--- src/rtl/dps_pkg.sv ---
// Shared definitions for the HPS/FPGA SRAM mailbox (write and read paths).
package dps_pkg;

    localparam int unsigned ADDR_W  = 8;
    localparam int unsigned DATA_W  = 32;
    localparam int unsigned X_W     = 10;
    localparam int unsigned Y_W     = 10;
    localparam int unsigned VAL_W   = 8;
    localparam int unsigned SEQ_W   = 2;
    localparam int unsigned CNT_W   = 9;
    localparam int unsigned DROP_W  = 16;

    localparam logic [ADDR_W-1:0] ADDR_FLAG      = 8'd0;
    localparam logic [ADDR_W-1:0] ADDR_COUNT     = 8'd1;
    localparam logic [ADDR_W-1:0] ADDR_DATA_BASE = 8'd2;

    localparam int unsigned X_LSB   = 20;
    localparam int unsigned X_MSB   = 29;
    localparam int unsigned Y_LSB   = 8;
    localparam int unsigned Y_MSB   = 17;
    localparam int unsigned VAL_LSB = 0;
    localparam int unsigned VAL_MSB = 7;
    localparam int unsigned SEQ_LSB = 30;
    localparam int unsigned SEQ_MSB = 31;

    typedef enum logic [2:0] {
        POLL_ADDR,
        POLL_WAIT,
        POLL_READ,
        ACCEPT,
        COMMIT_CNT,
        COMMIT_FLAG
    } dps_state_e;

    typedef struct packed {
        logic [X_W-1:0]   x;
        logic [Y_W-1:0]   y;
        logic [VAL_W-1:0] val;
    } dps_sample_t;

endpackage

--- src/rtl/dps_word_pack.sv ---
// Packs one heat-map sample (plus batch tag) into a mailbox word and flags out-of-range samples.
module dps_word_pack
    import dps_pkg::*;
#(
    parameter int unsigned X_LIMIT = 640,
    parameter int unsigned Y_LIMIT = 480
) (
    input  dps_sample_t       sample,
    input  logic [SEQ_W-1:0]  seq,
    output logic [DATA_W-1:0] word_c,
    output logic              in_range_c
);

    always_comb begin
        word_c                  = '0;
        word_c[X_MSB:X_LSB]     = sample.x;
        word_c[Y_MSB:Y_LSB]     = sample.y;
        word_c[VAL_MSB:VAL_LSB] = sample.val;
        word_c[SEQ_MSB:SEQ_LSB] = seq;
        in_range_c = (32'(sample.x) < X_LIMIT) && (32'(sample.y) < Y_LIMIT);
    end

endmodule

--- src/rtl/write_dps_module.sv ---
// FPGA-to-HPS mailbox transmitter: streams samples into addresses 2.., then commits count and flag.
// Optional batch sequence tag in word bits [31:30] enabled by WRITE_DPS_SEQ_TAG_EN.
module write_dps_module
    import dps_pkg::*;
#(
    parameter int unsigned       MAX_ENTRIES = 254,
    parameter logic [DATA_W-1:0] FLAG_VALUE  = 32'd1,
    parameter int unsigned       X_LIMIT     = 640,
    parameter int unsigned       Y_LIMIT     = 480
) (
    input  logic              clock,
    input  logic              reset,
    input  logic [DATA_W-1:0] sram_readdata,
    output logic [ADDR_W-1:0] sram_address,
    output logic [DATA_W-1:0] sram_writedata,
    output logic              sram_write,
    input  logic              in_valid,
    output logic              in_ready,
    input  logic [X_W-1:0]    in_x,
    input  logic [Y_W-1:0]    in_y,
    input  logic [VAL_W-1:0]  in_val,
    input  logic              flush,
    output logic              busy,
    output logic [DROP_W-1:0] drop_count
);

    dps_state_e        state_q, state_n;
    logic [CNT_W-1:0]  count_q, count_n;
    logic [ADDR_W-1:0] addr_n;
    logic [DATA_W-1:0] wdata_n;
    logic              write_n, ready_n, busy_n;
    logic [DROP_W-1:0] drop_n;
    logic [SEQ_W-1:0]  seq_w;
    logic [DATA_W-1:0] word_c, flag_word_c;
    logic              in_range_c, hs_c;
    dps_sample_t       sample_c;

`ifdef WRITE_DPS_SEQ_TAG_EN
    logic [SEQ_W-1:0] seq_q, seq_n;
    assign seq_w       = seq_q;
    assign flag_word_c = {seq_q, 30'd0} | FLAG_VALUE;
`else
    assign seq_w       = '0;
    assign flag_word_c = FLAG_VALUE;
`endif

    assign sample_c = '{x: in_x, y: in_y, val: in_val};
    assign hs_c     = in_valid && in_ready;

    dps_word_pack #(
        .X_LIMIT (X_LIMIT),
        .Y_LIMIT (Y_LIMIT)
    ) u_pack (
        .sample     (sample_c),
        .seq        (seq_w),
        .word_c     (word_c),
        .in_range_c (in_range_c)
    );

    // Next-state and next-output logic; every output is registered below.
    always_comb begin
        state_n = state_q;
        count_n = count_q;
        addr_n  = sram_address;
        wdata_n = sram_writedata;
        write_n = 1'b0;
        drop_n  = drop_count;
`ifdef WRITE_DPS_SEQ_TAG_EN
        seq_n   = seq_q;
`endif
        case (state_q)
            POLL_ADDR: begin
                addr_n  = ADDR_FLAG;
                state_n = POLL_WAIT;
            end
            POLL_WAIT: state_n = POLL_READ;
            POLL_READ: begin
                if (sram_readdata == '0) begin
                    count_n = '0;
                    state_n = ACCEPT;
                end else begin
                    state_n = POLL_ADDR;
                end
            end
            ACCEPT: begin
                if (hs_c) begin
                    if (in_range_c) begin
                        addr_n  = ADDR_DATA_BASE + count_q[ADDR_W-1:0];
                        wdata_n = word_c;
                        write_n = 1'b1;
                        count_n = count_q + CNT_W'(1);
                    end else if (drop_count != '1) begin
                        drop_n = drop_count + DROP_W'(1);
                    end
                end
                // A sample arriving with flush is written first, then the batch commits.
                if ((hs_c && in_range_c && count_n == CNT_W'(MAX_ENTRIES)) ||
                    (flush && count_n != '0)) begin
                    state_n = COMMIT_CNT;
                end
            end
            COMMIT_CNT: begin
                addr_n  = ADDR_COUNT;
                wdata_n = DATA_W'(count_q);
                write_n = 1'b1;
                state_n = COMMIT_FLAG;
            end
            COMMIT_FLAG: begin
                addr_n  = ADDR_FLAG;
                wdata_n = flag_word_c;
                write_n = 1'b1;
                state_n = POLL_ADDR;
`ifdef WRITE_DPS_SEQ_TAG_EN
                seq_n   = seq_q + SEQ_W'(1);
`endif
            end
            default: state_n = POLL_ADDR;
        endcase
        ready_n = (state_n == ACCEPT);
        busy_n  = !ready_n;
    end

    always_ff @(posedge clock) begin
        if (!reset) begin
            state_q        <= POLL_ADDR;
            count_q        <= '0;
            sram_address   <= '0;
            sram_writedata <= '0;
            sram_write     <= 1'b0;
            in_ready       <= 1'b0;
            busy           <= 1'b1;
            drop_count     <= '0;
`ifdef WRITE_DPS_SEQ_TAG_EN
            seq_q          <= '0;
`endif
        end else begin
            state_q        <= state_n;
            count_q        <= count_n;
            sram_address   <= addr_n;
            sram_writedata <= wdata_n;
            sram_write     <= write_n;
            in_ready       <= ready_n;
            busy           <= busy_n;
            drop_count     <= drop_n;
`ifdef WRITE_DPS_SEQ_TAG_EN
            seq_q          <= seq_n;
`endif
        end
    end

endmodule

--- config.mk ---
export PLATFORM = sky130hd
export DESIGN_NAME = write_dps_module
export DESIGN_NICKNAME = d
export VERILOG_FILES = /design/src/rtl/dps_pkg.sv /design/src/rtl/dps_word_pack.sv /design/src/rtl/write_dps_module.sv
export SDC_FILE = /design/constraint.sdc
export NUM_CORES = 1
export LEC_CHECK = 0
export BUFFER_PORTS_ARGS = -buffer_cell sky130_fd_sc_hd__buf_2
export CAP_MARGIN = 10
export CORE_ASPECT_RATIO = 0.5
export CORE_MARGIN = 2
export CORE_UTILIZATION = 52
export CTS_BUF_LIST = sky130_fd_sc_hd__clkbuf_4 sky130_fd_sc_hd__clkbuf_8
export DETAILED_ROUTE_END_ITERATION = 7
export GPL_TIMING_DRIVEN = 0
export PLACE_DENSITY = 0.93
export SLEW_MARGIN = 20
export SYNTH_ARGS = -nofsm -noshare
export SYNTH_HDL_FRONTEND = slang
export SYNTH_HIERARCHICAL = 1
export SYNTH_SLANG_ARGS = --single-unit
--- constraint.sdc ---
create_clock -name clock -period 2.6 [get_ports clock]
set_input_delay 0.26 -clock clock [delete_from_list [all_inputs] [get_ports clock]]
set_output_delay 0.26 -clock clock [all_outputs]
set_load 0.005 [all_outputs]
Word-level counts from Yosys, hierarchy flattened
Index checks and enable logic that the tools add are counted.
{"block": "word_totals", "register_bits": 71, "in_bits": 64, "out_inout_bits": 59, "wordCells": 61}
{"block": "op_classes", "addsub": 3, "order_cmp": 2, "eq_ne": 11, "n_mux": 17, "n_bitwise": 1, "n_reduce_logical": 19}
{"op": "32-bit one-hot mux with 3 select lines", "n": 1}
{"op": "32-bit 2-to-1 mux", "n": 2}
{"op": "9-bit 2-to-1 mux", "n": 4}
{"op": "32-bit zero test", "n": 1}
{"op": "8-bit one-hot mux with 3 select lines", "n": 1}
{"op": "9-bit one-hot mux with 2 select lines", "n": 1}
{"op": "16-bit by 1-bit adder with 16-bit output, second input constant", "n": 1}
{"op": "8-bit 2-to-1 mux", "n": 2}
{"op": "16-bit inequality test, second input constant", "n": 1}
{"op": "3-bit one-hot mux with 5 select lines", "n": 1}
{"op": "10-bit < comparator, second input constant", "n": 1}
{"op": "10-bit by 9-bit < comparator with 1-bit output, second input constant", "n": 1}
{"op": "9-bit by 1-bit adder with 9-bit output, second input constant", "n": 1}
{"op": "3-bit by 2-bit == test with 1-bit output, second input constant", "n": 3}
{"op": "9-bit by 8-bit == test with 1-bit output, second input constant", "n": 1}
{"op": "9-bit nonzero test", "n": 1}
{"op": "2-bit by 8-bit adder with 8-bit output, first input constant", "n": 1}
{"op": "3-bit == test, second input constant", "n": 2}
{"op": "2-bit inequality test, second input constant", "n": 3}
{"op": "3-bit AND reduction", "n": 2}
{"op": "3-bit nonzero test", "n": 2}
{"op": "1-bit logical AND", "n": 5}
{"op": "4-bit AND reduction", "n": 1}
{"op": "2-bit OR reduction", "n": 2}
{"op": "other kinds (11)", "n": 12}

Logic depth before layout (Yosys ltp)
Gate-level depths: netlist of the first run.
{"block": "logic_depth", "ltp_word": 12, "ltp_mapped": 9, "depth_no_buf": 8}

By module
The synthesis of the first run kept the hierarchy.
{"mod": "write_dps_module", "n_inst": 1, "cells_per_inst": 410, "area_per_inst_um2": 3235.6, "seq_area_each_um2": 1421.4}
{"mod": "dps_word_pack", "n_inst": 1, "cells_per_inst": 36, "area_per_inst_um2": 264.0, "seq_area_each_um2": 0.0}

Worst setup path before layout of the first run
No wires, ideal clock.
{"block": "synth_timing", "path_type": "input to register", "start": "input in_x[8]", "end": "register state_q[1]", "setup_ns": 0.134, "arrival_ns": 1.852, "t_required_ns": 2.466, "setup_slack_ns": 0.614, "stages": 8, "n_path_buf": 0, "path_cell_list": "o21ai_1 > and3b_1 > nand4_1 > or3_1 > a2111oi_0 > o21a_1 > a21o_2 > a211oi_1"}
{"block": "synth_between", "elab_chain_len": 10, "elab_cells_between_ends": 13, "cone_classes": "order compare (1); eq/ne (1); mux (5); reduce/logical (6)"}
{"element": "from (decl)", "line_no": "write_dps_module.sv:19", "source": "input logic [X_W-1:0] in_x,"}
{"element": "10-bit < comparator (*)", "line_no": "dps_word_pack.sv:20", "source": "in_range_c = (32'(sample.x) < X_LIMIT) && (32'(sample.y) < Y_LIMIT);"}
{"element": "1-bit logical AND (*)", "line_no": "dps_word_pack.sv:20"}
{"element": "via in_range_c", "line_no": "write_dps_module.sv:35", "source": "logic in_range_c, hs_c;"}
{"element": "9-bit 2-to-1 mux", "line_no": "write_dps_module.sv:87", "source": "if (in_range_c) begin"}
{"element": "9-bit 2-to-1 mux", "line_no": "write_dps_module.sv:86", "source": "if (hs_c) begin"}
{"element": "9-bit 2-to-1 mux", "line_no": "write_dps_module.sv:71", "source": "case (state_q)"}
{"element": "9-bit by 8-bit == test with 1-bit output / 9-bit nonzero test (equally long branches)", "line_no": "write_dps_module.sv:97, write_dps_module.sv:98"}
{"element": "1-bit logical AND (on tied branches)", "line_no": "write_dps_module.sv:97, write_dps_module.sv:98"}
{"element": "1-bit logical OR (*)", "line_no": "write_dps_module.sv:97", "source": "if ((hs_c && in_range_c && count_n == CNT_W'(MAX_ENTRIES)) ||"}
{"element": "3-bit 2-to-1 mux (*)", "line_no": "write_dps_module.sv:97"}
{"element": "3-bit one-hot mux with 5 select lines (*)", "line_no": "write_dps_module.sv:71"}
{"element": "to (signal assigned)", "line_no": "write_dps_module.sv:137", "source": "state_q <= state_n;"}
{"element": "to (decl)", "line_no": "write_dps_module.sv:27", "source": "dps_state_e state_q, state_n;"}
The timed path passes the listed nets; every way through them passes the cells marked *. The select of a mux whose other input is x is not followed.
A chain may end at the register's enable or synchronous reset.

Worst setup path in the final report of the first run
{"block": "layout_timing", "start": "register in_ready", "end": "register state_q[1]"}
{"block": "layout_between", "elab_chain_len": 8, "elab_cells_between_ends": 11, "cone_classes": "eq/ne (1); mux (4); reduce/logical (6)"}
{"element": "from (decl)", "line_no": "write_dps_module.sv:18", "source": "output logic in_ready,"}
{"element": "from (signal assigned)", "line_no": "write_dps_module.sv:142", "source": "in_ready <= ready_n;"}
{"element": "1-bit logical AND (*)", "line_no": "write_dps_module.sv:48", "source": "assign hs_c = in_valid && in_ready;"}
{"element": "9-bit 2-to-1 mux", "line_no": "write_dps_module.sv:86"}
{"element": "9-bit 2-to-1 mux", "line_no": "write_dps_module.sv:71"}
{"element": "9-bit by 8-bit == test with 1-bit output / 9-bit nonzero test (equally long branches)", "line_no": "write_dps_module.sv:97, write_dps_module.sv:98"}
{"element": "1-bit logical AND (on tied branches)", "line_no": "write_dps_module.sv:97, write_dps_module.sv:98"}
{"element": "1-bit logical OR (*)", "line_no": "write_dps_module.sv:97"}
{"element": "3-bit 2-to-1 mux (*)", "line_no": "write_dps_module.sv:97"}
{"element": "3-bit one-hot mux with 5 select lines (*)", "line_no": "write_dps_module.sv:71"}
Every way passes the cells marked *; elsewhere a longest branch is shown, timed or not. The select of a mux whose other input is x is not followed.

==> impl_metrics.tcl, run 1 <==
set metrics [dict create \
    tns_ns 0 \
    slew_headroom_pct 47.5 \
    synth_edf_count 0 \
    vias_per_cell 5.31 \
    synth_area_leaders "dfxtp_1 41%, nand2_1 8.9%, buf_4 7.1%, a21oi_1 6.6%, nor2_1 4.2%" \
    clockBufferDepth 2 \
    critPathKind "flip-flop to flip-flop" \
    crit_required_ns 2.80 \
    first_pass_iters 6 \
    synth_xor_area_share_pct 5.26 \
    cts.clk_slew.worst_paths_ns 0.08 \
    routed_wl_mm 8.77 \
    grt_util_all_layers_pct 23.1 \
    placementRows 21 \
    syn2layout_area_growth_pct 25.5 \
    layout-drive-gt1-share_pct 27.6 \
    synth_compound_area_share_pct 16.3 \
    core_mm2 0.00660 \
    wl_per_cell_um 13.3 \
    dr.first_iter.drc_count 232 \
    cts_setup_buffers 0 \
    rsz0062_at_grt "no" \
    hold_path.class "primary input to flip-flop" \
    max_freq_ghz 0.429 \
    fin_crit_ns 2.33 \
    path_delay_family "compound AO/OA/AOI/OAI gates" \
    ant_nets 0 \
    dp_hpwl_mm 6.46 \
    postCtsHoldBufs 0 \
    drv_slew 0 \
    syn_inst 446 \
    die_area_mm2 0.00744 \
    clock_skew_ns 0.00915 \
    synth_top_area_share_pct 40.6 \
    synth_top_family_by_area "simple AND/OR/NAND/NOR gates" \
    arrival_ns 2.54 \
    yosysTopAreaCell "dfxtp_1" \
    drv_cap 0 \
    p_leak_nw 1.88 \
    chipHeight_um 62.0 \
    yosysWarningCount 6 \
    clock_tree.root_cell "clkbuf_8" \
    seq_area_frac_synth_pct 40.6 \
    synth.avg_cell_area_um2 7.85 \
    cp_max_fo 7 \
    die_w_um 120 \
    ys_top_cells_by_count "83 x nand2_1, 71 x dfxtp_1, 46 x a21oi_1" \
    utilization_pct 66.6 \
    cts_max_level 3 \
    ioPinCount 123 \
    clk_latency_ns 0.35 \
    first_global_vias 2952 \
    overflow 0 \
    synth.area.mux_share_pct 0.286 \
    fin_nets 628 \
    synth_top_flop_cell "dfxtp_1" \
    place.gp.congestion 0.989 \
    finalHoldViolCount 0 \
    worstPathCellList "nand4_1, or3_1, a2111oi_0, o21a_1, a21o_2, a211oi_1" \
    cts.sink_count 71 \
    cp_slowest_cell "a2111oi_0" \
    numCtsBuffers 9 \
    start_util_pct 53.1 \
    ys_seq_elements 71 \
    cp-end-kind "flip-flop" \
    netlist_area_mm2 0.00350 \
    grt_pass1_wl_mm 13.3 \
    synth_fa_ha_area_share_pct 1.07 \
    port_buffers 102 \
    synth_cell_type_count 48 \
    powerDensity_mw_per_mm2 536 \
    cts_tree "yes" \
    cp-start-kind "flip-flop" \
    fill_cells 568 \
    drc_errors 0 \
    synthArstFlopShare_pct 0 \
    antennaDiodeCount 0 \
    antenna_found_initial 0 \
    path_buf_inv 0 \
    yosysMostFrequentCell "nand2_1" \
    slowest_delay_ns 0.58 \
    grt_max_degree 13 \
    run_status "finished, final reports clean" \
    vias 3497 \
    vdd_drop_max_uv 357 \
    worst_slew_pin_slew_ns 0.781 \
    finalCritPeriodShare_pct 89.7 \
    synth-simple-area-share_pct 25.2 \
    final-setup-viol-count 0 \
]
[per-stage QoR]
| step | std cells | hold slack, ns | power [mW] | area [um^2] | setup WS (ns) |
|---|---|---|---|---|---|
| floorplan | 448 | 0.397 | 1.21 | 3510 | 0.614 |
| global placement | 642 | 0.438 | 1.27 | 4130 | 0.0986 |
| detailed placement | 642 | 0.443 | 1.27 | 4130 | 0.0565 |
| CTS | 658 | 0.132 | 2.37 | 4390 | 0.160 |
| global route | 658 | 0.141 | 2.44 | 4390 | 0.196 |
| finish | 658 | 0.145 | 2.35 | 4390 | 0.268 |
[worst paths after layout]
kind | from | endpoint | slack [ns] | depth (start not counted)
hold / removal | in_x[6] | sram_writedata[26] | 0.15 | 3
setup / recovery | in_ready | state_q[1] | 0.27 | 6
hold reg to reg | sram_writedata[9] | sram_writedata[9] | 0.45 | 2
setup reg to reg | in_ready | state_q[1] | 0.27 | 6
[final cells by class]
cell class	instances	area (um^2)	area share (%)
inverters	8	30.0	0.684
well taps	92	115	2.62
clock inverters	5	104	2.36
plain buffers	59	354	8.06
clock buffers	11	151	3.45
flip-flops and latches	71	1420	32.4
repair buffers	102	510	11.6
multi-input cells	310	1710	38.8
[registers in the layout, indices dropped and copies added, names as in the netlist]
signal          flops
count_q             9
sram_write          1
sram_address        8
sram_writedata     32
busy                1
in_ready            1
state_q             3
drop_count         16
[cells in the final DEF, fill, tap and decap left out, types with 2 or more instances in the layout]
| cell type | netlist | layout |
|---|---|---|
| a21oi_1 | 46 | 46 |
| and4_1 | 2 | 2 |
| and3b_1 | 2 | 2 |
| bufinv_16 | 0 | 3 |
| or3_1 | 5 | 5 |
| a311oi_1 | 8 | 8 |
| and3_1 | 4 | 4 |
| buf_2 | 0 | 102 |
| nor3_1 | 9 | 8 |
| xnor2_1 | 8 | 8 |
| a32oi_1 | 2 | 2 |
| dfxtp_1 | 71 | 71 |
| clkbuf_1 | 22 | 22 |
| buf_4 | 33 | 33 |
| a22oi_1 | 5 | 5 |
| xor2_1 | 13 | 13 |
| nand2_1 | 83 | 83 |
| nand3_1 | 8 | 8 |
| nor2_1 | 39 | 39 |
| nor4_1 | 10 | 10 |
| inv_1 | 7 | 7 |
| clkbuf_8 | 0 | 11 |
| conb_1 | 2 | 4 |
| nand3b_1 | 3 | 3 |
| o21a_1 | 3 | 3 |
| ha_1 | 3 | 3 |
| buf_1 | 2 | 2 |
| a211oi_1 | 3 | 3 |
| nor2b_1 | 2 | 2 |
| or4_1 | 2 | 2 |
| o31ai_1 | 3 | 3 |
| o21ai_0 | 14 | 14 |
| a31oi_1 | 2 | 2 |
| nand4_1 | 13 | 13 |
[repair_timing]
action,CTS,global route
resized for setup,0,1
endpoints found under the hold margin,0,0
endpoints found under the setup margin,0,3
[cell families (layout without fill, tap and decap cells)]
logic type      count (synthesis)  after routing
buf+inv                        67            185
flops                          71             71
xor+xnor                       21             21
simple gates                  187            187
compound gates                 94             94
other cells                     2              4
fa+ha+maj                       3              3
mux                             1              1
[power breakdown]
group / internal, mW / switching [mW]
Clock: 0.690 / 0.420
Combinational: 0.0732 / 0.0773
Sequential: 1.09 / 0.00365
Total: 1.85 / 0.501
[routing by layer]
layer	wire length (um)	vias up	GRT usage (%)
li1	-	1743	-
met1	3800	1584	27.7
met2	3960	149	40.1
met3	842	21	8.39
met4	167	0	7.39
met5	0	-	0
[worst register-to-register path, cell delays in order (launching register included)]
cell       delay (ns)
dfxtp_1          0.51
nand4_1          0.27
or3_1            0.42
a2111oi_0        0.58
o21a_1           0.20
a21o_2           0.13
a211oi_1         0.07
Power figures use the tool's default switching activity.
==> run 2, diff against run 1 <==
BUFFER_PORTS_ARGS = -buffer_cell sky130_fd_sc_hd__clkbuf_2   (was -buffer_cell sky130_fd_sc_hd__buf_2)
==> impl_metrics.tcl, run 2 (synthesized netlist as in run 1, its figures left out) <==
set metrics [dict create \
    antenna_found_initial 0 \
    syn2layout_area_growth_pct 24.0 \
    port_buffers 102 \
    cts.sink_count 71 \
    drc_errors 0 \
    p_leak_nw 1.81 \
    critPathKind "flip-flop to flip-flop" \
    cp_slowest_cell "a2111oi_0" \
    netSwitchingPower_uw 494 \
    pwr-share-clk_pct 42.1 \
    largest-register "sram_writedata" \
    tns_ns 0 \
    cts_resized 0 \
    comb_power_share_pct 7.0 \
    run_status "finished, final reports clean" \
    clk_latency_ns 0.34 \
    cts_max_level 3 \
    ant_nets 0 \
    fin_crit_ns 2.34 \
    postCtsHoldBufs 0 \
    worstPathCellList "nand4_1, or3_1, a2111oi_0, o21a_1, a21o_2, a211oi_1" \
    slew_headroom_pct 46.8 \
    busiest_layer "met2" \
    ff_latch_area_mm2 0.00142 \
    final-setup-viol-count 0 \
    layout_commonest_cell "clkbuf_2" \
    place.gp.congestion 0.949 \
    drv_cap 0 \
    placementRows 21 \
    powerDensity_mw_per_mm2 496 \
    ioPinCount 123 \
    max_freq_ghz 0.427 \
    largest_reg_flops 32 \
    p_int_mw 1.66 \
    cts_setup_buffers 0 \
    dp_hpwl_mm 6.59 \
    cp-start-kind "flip-flop" \
    overflow 0 \
    fin_nets 628 \
    slowest_delay_ns 0.59 \
    multiInputGateArea_mm2 0.00170 \
    clockBufferDepth 2 \
    numCtsBuffers 9 \
    drv_slew 0 \
    fill_cells 583 \
    routed_wl_mm 8.88 \
    cp_max_fo 7 \
    cts_tree "yes" \
    switching_share_pct 22.9 \
    wl_per_cell_um 13.5 \
    dr.first_iter.drc_count 247 \
    vias_per_cell 5.32 \
    die_area_mm2 0.00744 \
    chipHeight_um 62.0 \
    cts.clk_slew.worst_paths_ns 0.07 \
    hold_path.class "primary input to flip-flop" \
    arrival_ns 2.54 \
    use_met1_pct 27.6 \
    rsz0062_at_grt "no" \
    clock_tree.root_cell "clkbuf_8" \
    worst_slew_pin_slew_ns 0.791 \
    clock_skew_ns 0.0104 \
    worst_hold_slack_ns 0.161 \
    cp-end-kind "flip-flop" \
    first_global_vias 3068 \
    use_met3_pct 8.58 \
    first_pass_iters 5 \
    die_w_um 120 \
    use_met2_pct 41.3 \
    vias 3502 \
    power_frac_seq_pct 50.9 \
    final_cell_mix "103 x clkbuf_2, 83 x nand2_1, 71 x dfxtp_1, 46 x a21oi_1, 39 x nor2_1" \
    grt_util_all_layers_pct 23.4 \
    finalHoldViolCount 0 \
    grt_max_degree 13 \
    grt_pass1_wl_mm 13.7 \
    crit_required_ns 2.79 \
    core_mm2 0.00660 \
    layout-drive-gt1-share_pct 27.4 \
    finalCritPeriodShare_pct 90.2 \
    antennaDiodeCount 0 \
    reg_top3 "sram_writedata: 32 flops, drop_count: 16 flops, count_q: 9 flops" \
    start_util_pct 53.1 \
    vdd_drop_max_uv 388 \
]
==> run 2: changes by cell type in the layout (fill, tap and decap cells not counted), sizes merged <==
| cell | previous run | this run |
|---|---|---|
| buf | 138 | 36 |
| clkinvlp | 0 | 1 |
| bufinv | 3 | 1 |
| clkbuf | 34 | 136 |
| clkinv | 3 | 4 |
==> run 2: critical path: cells and delay by family, from the launching register on <==
family,cells,cell delay (ns)
AOI/OAI and AO/OA,4,1.00
DFF,1,0.51
and+or+nand+nor,2,0.70
==> run 2: through the flow <==
stage               total power, mW  cell area (um^2)  cells  util [%]  setup WS, ns
floorplan                      1.21              3510    448         -         0.614
global placement               1.27              4130    642      62.7        0.0484
detailed placement             1.27              4130    642      62.7        0.0713
CTS                            2.17              4340    658      65.8         0.299
global route                   2.23              4340    658      65.8        0.0322
finish                         2.15              4340    658      65.8         0.256
==> run 2: final timing paths <==
path                       from  slack [ns]  cells past startpoint                 end
min                     in_x[6]        0.16                      3  sram_writedata[26]
max reg2reg            in_ready        0.26                      6          state_q[1]
max                    in_ready        0.26                      6          state_q[1]
min reg2reg  sram_writedata[22]        0.46                      2  sram_writedata[22]
==> run 2: power by group through the flow <==
stage / clock network, mW / registers (mW) / logic (mW)
after floorplan: 0 / 1.12 / 0.0903
after CTS: 0.923 / 1.10 / 0.150
after global placement: 0 / 1.12 / 0.146
after global routing: 0.973 / 1.10 / 0.164
final: 0.906 / 1.10 / 0.151
after detailed placement: 0 / 1.12 / 0.149
==> run 2: final cells by class <==
cell class	instances	area share, %
repair buffers	102	11.8
well taps	92	2.65
multi-input cells	310	39.2
inverters	8	0.692
clock buffers	11	3.49
plain buffers	59	8.16
flip-flops and latches	71	32.7
clock inverters	5	1.30
==> run 2: per-layer routing <==
layer | part of all wire, % | up-vias
met5 | 0 | -
met4 | 1.0 | 0
met3 | 8.7 | 12
met2 | 46 | 132
met1 | 44 | 1616
li1 | - | 1742
